<file path="src/rtl/video_hsmooth_pkg.sv">
// Shared definitions for the horizontal [1 2 1]/4 video smoothing stage:
// default geometry, packet-type code, FSM states and RGB field positions.
package video_pkg;

  localparam int          IMAGE_W_DEF        = 640;
  localparam logic [3:0]  PKT_TYPE_VIDEO_DEF = 4'h0;

  localparam int PIX_W = 24;
  localparam int CH_W  = 8;
  localparam int R_LSB = 16;
  localparam int G_LSB = 8;
  localparam int B_LSB = 0;

  typedef logic [PIX_W-1:0] pixel_t;

  // HDR waits for a header, PASS forwards control packets, FIRST/MID walk a
  // video line, FLUSH emits the right-edge pixel without accepting input.
  typedef enum logic [2:0] {
    HDR   = 3'd0,
    PASS  = 3'd1,
    FIRST = 3'd2,
    MID   = 3'd3,
    FLUSH = 3'd4
  } state_t;

endpackage

</file>
<file path="src/rtl/video_hsmooth_if.sv">
// Avalon-ST style streaming bundle: data with valid/ready handshake and
// sop/eop packet framing.
interface video_hsmooth_if;
  import video_pkg::*;

  pixel_t data;
  logic   valid;
  logic   ready;
  logic   sop;
  logic   eop;

  modport master (output data, output valid, output sop, output eop, input  ready);
  modport slave  (input  data, input  valid, input  sop, input  eop, output ready);

endinterface

</file>
<file path="src/rtl/video_hsmooth_px121.sv">
// Combinational 3-tap [1 2 1]/4 filter with rounding, applied per RGB
// channel. With en_i low the centre tap passes through untouched.
module hsmooth_px121
  import video_pkg::*;
(
  input  pixel_t a_i,
  input  pixel_t b_i,
  input  pixel_t c_i,
  input  logic   en_i,
  output pixel_t y_o
);

  // a + 2b + c peaks at 1020, so 10 bits hold the rounded sum exactly.
  function automatic logic [CH_W-1:0] tap121(input logic [CH_W-1:0] a,
                                             input logic [CH_W-1:0] b,
                                             input logic [CH_W-1:0] c);
    logic [CH_W+1:0] s;
    s = {2'b00, a} + {1'b0, b, 1'b0} + {2'b00, c} + 10'd2;
    s = s >> 2;
    return s[CH_W-1:0];
  endfunction

  // Per-channel smoothing, or bypass of the centre tap.
  always_comb begin
    // NOTE: y_o gets a full default first so no path leaves it unassigned,
    // which would otherwise infer a latch.
    y_o = b_i;
    if (en_i) begin
      y_o[R_LSB +: CH_W] = tap121(a_i[R_LSB +: CH_W], b_i[R_LSB +: CH_W], c_i[R_LSB +: CH_W]);
      y_o[G_LSB +: CH_W] = tap121(a_i[G_LSB +: CH_W], b_i[G_LSB +: CH_W], c_i[G_LSB +: CH_W]);
      y_o[B_LSB +: CH_W] = tap121(a_i[B_LSB +: CH_W], b_i[B_LSB +: CH_W], c_i[B_LSB +: CH_W]);
    end
  end

endmodule

</file>
<file path="src/rtl/video_hsmooth.sv">
// Horizontal smoothing stage for Avalon-ST video. Video packet pixels are
// filtered [1 2 1]/4 per channel with edge replication at both line ends;
// headers and control packets pass through unchanged with one cycle latency.
module video_hsmooth
  import video_pkg::*;
#(
  parameter int         IMAGE_W        = IMAGE_W_DEF,
  parameter logic [3:0] PKT_TYPE_VIDEO = PKT_TYPE_VIDEO_DEF
) (
  input  logic            clk,
  input  logic            reset_n,
  input  logic            enable,
  video_hsmooth_if.slave  sink,
  video_hsmooth_if.master source
);

  localparam int X_W = $clog2(IMAGE_W + 1);

  state_t         state_q;
  logic [X_W-1:0] x_q;
  pixel_t         p0_q;
  pixel_t         p1_q;
  logic           en_q;
  logic           eop_q;

  pixel_t         src_data_q;
  logic           src_valid_q;
  logic           src_sop_q;
  logic           src_eop_q;

  logic           adv;
  logic           accept;
  logic           is_vid;
  logic           line_end;
  pixel_t         tap_c;
  pixel_t         px_d;

  // The output register may advance when it is empty or being drained.
  assign adv      = ~src_valid_q | source.ready;
  assign sink.ready = reset_n & adv & (state_q != FLUSH);
  assign accept   = sink.valid & sink.ready;
  assign is_vid   = (sink.data[3:0] == PKT_TYPE_VIDEO);
  assign line_end = (x_q == X_W'(IMAGE_W - 1)) | sink.eop;

  // The right tap replicates the last pixel while flushing a line.
  assign tap_c = (state_q == FLUSH) ? p1_q : sink.data;

  hsmooth_px121 u_px121 (
    .a_i  (p0_q),
    .b_i  (p1_q),
    .c_i  (tap_c),
    .en_i (en_q),
    .y_o  (px_d)
  );

  assign source.data  = src_data_q;
  assign source.valid = src_valid_q;
  assign source.sop   = src_sop_q;
  assign source.eop   = src_eop_q;

  // Packet FSM, line position, tap registers and registered output stage.
  always_ff @(posedge clk) begin
    if (!reset_n) begin
      // NOTE: the tap registers are reset along with control state so a
      // restarted stream never filters against stale pixels.
      state_q     <= HDR;
      x_q         <= '0;
      p0_q        <= '0;
      p1_q        <= '0;
      en_q        <= 1'b0;
      eop_q       <= 1'b0;
      src_data_q  <= '0;
      src_valid_q <= 1'b0;
      src_sop_q   <= 1'b0;
      src_eop_q   <= 1'b0;
    end else if (adv) begin
      // NOTE: non-blocking assignments throughout, so every branch sees the
      // pre-edge register values regardless of statement order.
      src_valid_q <= 1'b0;
      if (accept && sink.sop) begin
        // Any sop is a header; a partial line in progress is dropped.
        src_valid_q <= 1'b1;
        src_data_q  <= sink.data;
        src_sop_q   <= 1'b1;
        src_eop_q   <= sink.eop;
        en_q        <= enable;
        eop_q       <= 1'b0;
        x_q         <= '0;
        if (sink.eop)   state_q <= HDR;
        else if (is_vid) state_q <= FIRST;
        else            state_q <= PASS;
      end else begin
        unique case (state_q)
          HDR: begin
            // Stray non-sop words are accepted and dropped.
          end
          PASS: begin
            if (accept) begin
              src_valid_q <= 1'b1;
              src_data_q  <= sink.data;
              src_sop_q   <= 1'b0;
              src_eop_q   <= sink.eop;
              if (sink.eop) state_q <= HDR;
            end
          end
          FIRST: begin
            if (accept) begin
              p0_q    <= sink.data;
              p1_q    <= sink.data;
              x_q     <= X_W'(1);
              eop_q   <= sink.eop;
              state_q <= sink.eop ? FLUSH : MID;
            end
          end
          MID: begin
            if (accept) begin
              src_valid_q <= 1'b1;
              src_data_q  <= px_d;
              src_sop_q   <= 1'b0;
              src_eop_q   <= 1'b0;
              p0_q        <= p1_q;
              p1_q        <= sink.data;
              x_q         <= x_q + X_W'(1);
              if (line_end) begin
                eop_q   <= sink.eop;
                state_q <= FLUSH;
              end
            end
          end
          FLUSH: begin
            src_valid_q <= 1'b1;
            src_data_q  <= px_d;
            src_sop_q   <= 1'b0;
            src_eop_q   <= eop_q;
            x_q         <= '0;
            state_q     <= eop_q ? HDR : FIRST;
          end
          default: state_q <= HDR;
        endcase
      end
    end
  end

endmodule

</file>
<file path="src/flat_wrapper.sv">
// flat-port wrapper written by rule: the top's interface ports become plain ports
module video_hsmooth_flat import video_pkg::*;
#(
  parameter int         IMAGE_W        = IMAGE_W_DEF,
  parameter logic [3:0] PKT_TYPE_VIDEO = PKT_TYPE_VIDEO_DEF
)
  (clk, reset_n, enable, sink_data, sink_valid, sink_sop, sink_eop, sink_ready, source_data, source_valid, source_sop, source_eop, source_ready);
  video_hsmooth_if sink_i ();
  video_hsmooth_if source_i ();
  input  logic clk;
  input  logic reset_n;
  input  logic enable;
  input wire logic [$bits(sink_i.data)-1:0] sink_data;
  input wire logic [$bits(sink_i.valid)-1:0] sink_valid;
  input wire logic [$bits(sink_i.sop)-1:0] sink_sop;
  input wire logic [$bits(sink_i.eop)-1:0] sink_eop;
  output wire logic [$bits(sink_i.ready)-1:0] sink_ready;
  output wire logic [$bits(source_i.data)-1:0] source_data;
  output wire logic [$bits(source_i.valid)-1:0] source_valid;
  output wire logic [$bits(source_i.sop)-1:0] source_sop;
  output wire logic [$bits(source_i.eop)-1:0] source_eop;
  input wire logic [$bits(source_i.ready)-1:0] source_ready;
  assign sink_i.data = sink_data;
  assign sink_i.valid = sink_valid;
  assign sink_i.sop = sink_sop;
  assign sink_i.eop = sink_eop;
  assign sink_ready = sink_i.ready;
  assign source_data = source_i.data;
  assign source_valid = source_i.valid;
  assign source_sop = source_i.sop;
  assign source_eop = source_i.eop;
  assign source_i.ready = source_ready;
  video_hsmooth #(.IMAGE_W(IMAGE_W), .PKT_TYPE_VIDEO(PKT_TYPE_VIDEO)) u_core (.clk(clk), .reset_n(reset_n), .enable(enable), .sink(sink_i), .source(source_i));
endmodule
</file>
<file path="config.mk">
export PLATFORM = sky130hd
export DESIGN_NAME = video_hsmooth_flat
export DESIGN_NICKNAME = d
export VERILOG_FILES = /design/src/rtl/video_hsmooth_pkg.sv /design/src/rtl/video_hsmooth_if.sv /design/src/rtl/video_hsmooth_px121.sv /design/src/rtl/video_hsmooth.sv /design/src/flat_wrapper.sv
export SDC_FILE = /design/constraint.sdc
export NUM_CORES = 1
export LEC_CHECK = 0
export CAP_MARGIN = 20
export CORE_ASPECT_RATIO = 0.7
export CORE_MARGIN = 10
export CORE_UTILIZATION = 26
export DETAILED_ROUTE_END_ITERATION = 12
export GPL_TIMING_DRIVEN = 0
export MAX_ROUTING_LAYER = met4
export PLACE_DENSITY = 0.5
export SLEW_MARGIN = 20
export SYNTH_ARGS = -nofsm -noshare
export SYNTH_HDL_FRONTEND = slang
export SYNTH_SLANG_ARGS = --single-unit
</file>
<file path="constraint.sdc">
create_clock -name clk -period 6.26 [get_ports clk]
set_clock_uncertainty 0.05 [all_clocks]
set_input_delay 1.252 -clock clk [delete_from_list [all_inputs] [get_ports clk]]
set_output_delay 1.252 -clock clk [all_outputs]
set_load 0.02 [all_outputs]
</file>
==> flow_summary_export.csv <==
group,metric,value,unit
sta,timing.final.crit_period,4.67,ns
layout,synthToLayoutAreaGrowth,20.5,%
cts,cts_setup_buffers,0,
sta,finalHoldWorstSlack,0.408,ns
cts,clk_latency,0.37,ns
routing,drc,0,
sta,hold_viol_final,0,
setup_path,critPathLaunchType,"primary input",
worst_hold_path,min_from,"u_core.source.data[8]$_SDFFE_PN0P_",
power,peakVddDrop,0.161,mV
routing,dr.pass1.iters,5,
routing,wl_per_cell,19.8,µm
logic_synthesis,ys_warn_count,0,
grt,overflow,0,
logic_synthesis,async_reset_ff_frac,0,
cts,cts_root_buf,"clkbuf_16",
layout,diodes,0,
logic_synthesis,synthesis.area,6270,µm²
placed_design,hpwl,17200,µm
worst_hold_path,min_path_cells,2,
routing,ant_nets,0,
sta,slew_headroom,0.390,
layout,nNetsFinal,928,
grt,grt_pass1_vias,5962,
flow_run,drv_cap,0,
die,die_area,30800,µm²
run_status,outcome,"completed",
cts,cts_resized,0,
cts,h-tree-depth,3,
routing,via_per_inst,5.21,
routing,first_iter_violations,727,
cts,clk_pin_slew,0.07,ns
setup_path,required,4.96,ns
logic_synthesis,synth_common_cells,"nand2_1 (99), dfxtp_1 (90), inv_1 (88), a21oi_1 (79), nor2_1 (53)",
sta,maxSlewViolCount,0,
placed_design,port_buffers,57,
cts,cts.sinks,90,
sta,period_share,0.746,
logic_synthesis,syn_avg_cell_area,8.01,µm²
setup_path,r2r_start,"u_core.state_q[2]$_SDFFE_PN0P_",
setup_path,crit_fanout,10,
die,rows,47,
logic_synthesis,seq_area_frac_synth,0.287,
logic_synthesis,synth_area_leader_cell,"dfxtp_1",
logic_synthesis,yosys.area.top_type_share,0.287,
logic_synthesis,synth-edff-count,0,
worst_hold_path,hold_path.class,"reg2reg",
sta,fmax,0.214,GHz
logic_synthesis,synth.most_common_cell,"nand2_1",
power,power_leakage,3.10,nW
die,initial_core_util,0.264,
setup_path,worstSetupPathType,"in2out",
logic_synthesis,ys_types,71,
sta,rsz0062_at_grt,"no",
cts,cts_buffers,9,
logic_synthesis,ys_seq_elements,90,
grt,grt_util_all_layers,0.156,
die,die_h,150,µm
setup_path,critPathCaptureType,"output port",
worst_hold_path,hold_end,"u_core.source.data[8]$_SDFFE_PN0P_",
cts,hold_buffers,0,
logic_synthesis,synth_nets,860,
cts,clk_path_buf_depth,2,
sta,fin_tns_setup,0,ns
layout,final_util,0.319,
setup_path,timing.rr.end,"u_core.source.data[6]$_SDFFE_PN0P_",
layout,drive_gt1_frac,0.0713,
placed_design,dpl_cell_area,7240,µm²
logic_synthesis,synth_area_leaders,"dfxtp_1 (29%), a21oi_1 (6.3%), nand2_1 (5.9%)",
sta,worstMarginPinSlew,0.915,ns
setup_path,arrival,3.37,ns
placed_design,post-place-ws,1.60,ns
die,core-area,23700,µm²
grt,antenna_found_initial,0,
grt,grt_max_degree,16,
die,die_w,206,µm
sta,worst_slack,1.59,ns
grt,grt_pass1_wl,35700,µm
logic_synthesis,synthCells,782,
routing,num_vias,6114,
routing,postRouteWirelength,23300,µm
die,io_pins,59,
sta,setup_viol,0,
setup_path,rrSetupSlack,1.84,ns
setup_path,reg2reg_depth,13,
layout,finalInstanceArea,7550,µm²
logic_synthesis,ys.flop_type,"dfxtp_1",
cts,cts_tree,"done",
placed_design,place_congestion,0.870,
power,power_density,182,nW/µm²
## layout make-up
cell class / count / area [µm²]
Fill cell: 2580 / 16100
Multi-Input combinational cell: 556 / 3910
Sequential cell: 90 / 1800
Timing Repair Buffer: 57 / 571
Tap cell: 318 / 398
Inverter: 88 / 330
Clock buffer: 9 / 225
Buffer: 48 / 221
Clock inverter: 7 / 93.8
## sequential cells by signal (all words and copies together), names as in the netlist
signal / flops
u_core.en_q: 1
u_core.eop_q: 1
u_core.p0_q: 24
u_core.p1_q: 24
u_core.source.data: 24
u_core.source.eop: 1
u_core.source.sop: 1
u_core.source.valid: 1
u_core.state_q: 3
u_core.x_q: 10
## critical path, cell delays in order
cell             delay, ns
clkdlybuf4s50_1       0.41
nor2b_1               0.11
clkbuf_1              0.40
clkbuf_1              0.51
nor3_1                0.11
clkdlybuf4s50_1       0.57
## layout by cell type, fill, tap and decap left out, drive strengths merged, types with 4 or more instances in the layout
master	Yosys	routed
a2111oi	8	8
a211oi	19	19
a21o	10	10
a21oi	79	79
a31oi	8	8
a32o	4	4
a32oi	4	4
buf	25	25
clkbuf	23	32
clkdlybuf4s50	0	57
dfxtp	90	90
fa	18	18
ha	29	29
inv	88	88
mux2	4	4
mux2i	18	18
nand2	100	100
nand2b	6	6
nand3	17	17
nand3b	8	8
nand4	4	4
nor2	53	53
nor2b	4	4
nor3	6	6
o211a	22	22
o211ai	28	28
o21ai	25	25
o21bai	4	4
o221ai	10	10
o22ai	4	4
or3	5	5
xnor2	9	9
xor2	9	9
## layer usage
layer  part of all wire  vias up  track usage  wire, µm
met2               0.39      233        0.208      9020
li1                   -     2898            -         -
met5                  0        -            -         0
met3              0.075       23       0.0320      1740
met4              0.013        0       0.0381       301
met1               0.52     2960        0.231     12200
## report_power, final
part	internal, W	switching [W]	leakage, nW	total [W]
Sequential	0.000581	0.00000771	0.728	0.000589
Clock	0.000349	0.000262	0.151	0.000612
Combinational	0.0000680	0.000104	2.22	0.000173
## worst max path at each step
stage / cells past startpoint / slack (ns) / end / from
after CTS: 6 / 1.58 / sink_ready / source_ready
final: 6 / 1.59 / sink_ready / source_ready
after global placement: 6 / 1.59 / sink_ready / source_ready
after detailed placement: 6 / 1.60 / sink_ready / source_ready
after floorplan: 14 / 2.67 / u_core.source.data[6]$_SDFFE_PN0P_ / u_core.state_q[2]$_SDFFE_PN0P_
after global routing: 6 / 1.42 / sink_ready / source_ready
## metrics by stage
| stage | std cells | total power [W] |
|---|---|---|
| 6_report | 1173 | 0.00137 |
| 5_1_grt | 1173 | 0.00142 |
| 4_1_cts | 1173 | 0.00138 |
| 3_5_place_dp | 1157 | 0.000771 |
| 3_3_place_gp | 1157 | 0.000772 |
| 2_1_floorplan | 782 | 0.000691 |
## kinds of logic after synthesis
kind of cell	synth area share
xor+xnor	0.0252
compound gates	0.287
simple gates	0.161
fa+ha+maj	0.115
flops	0.287
buf+inv	0.0880
mux	0.0359
(Power assumes the default switching activity.)
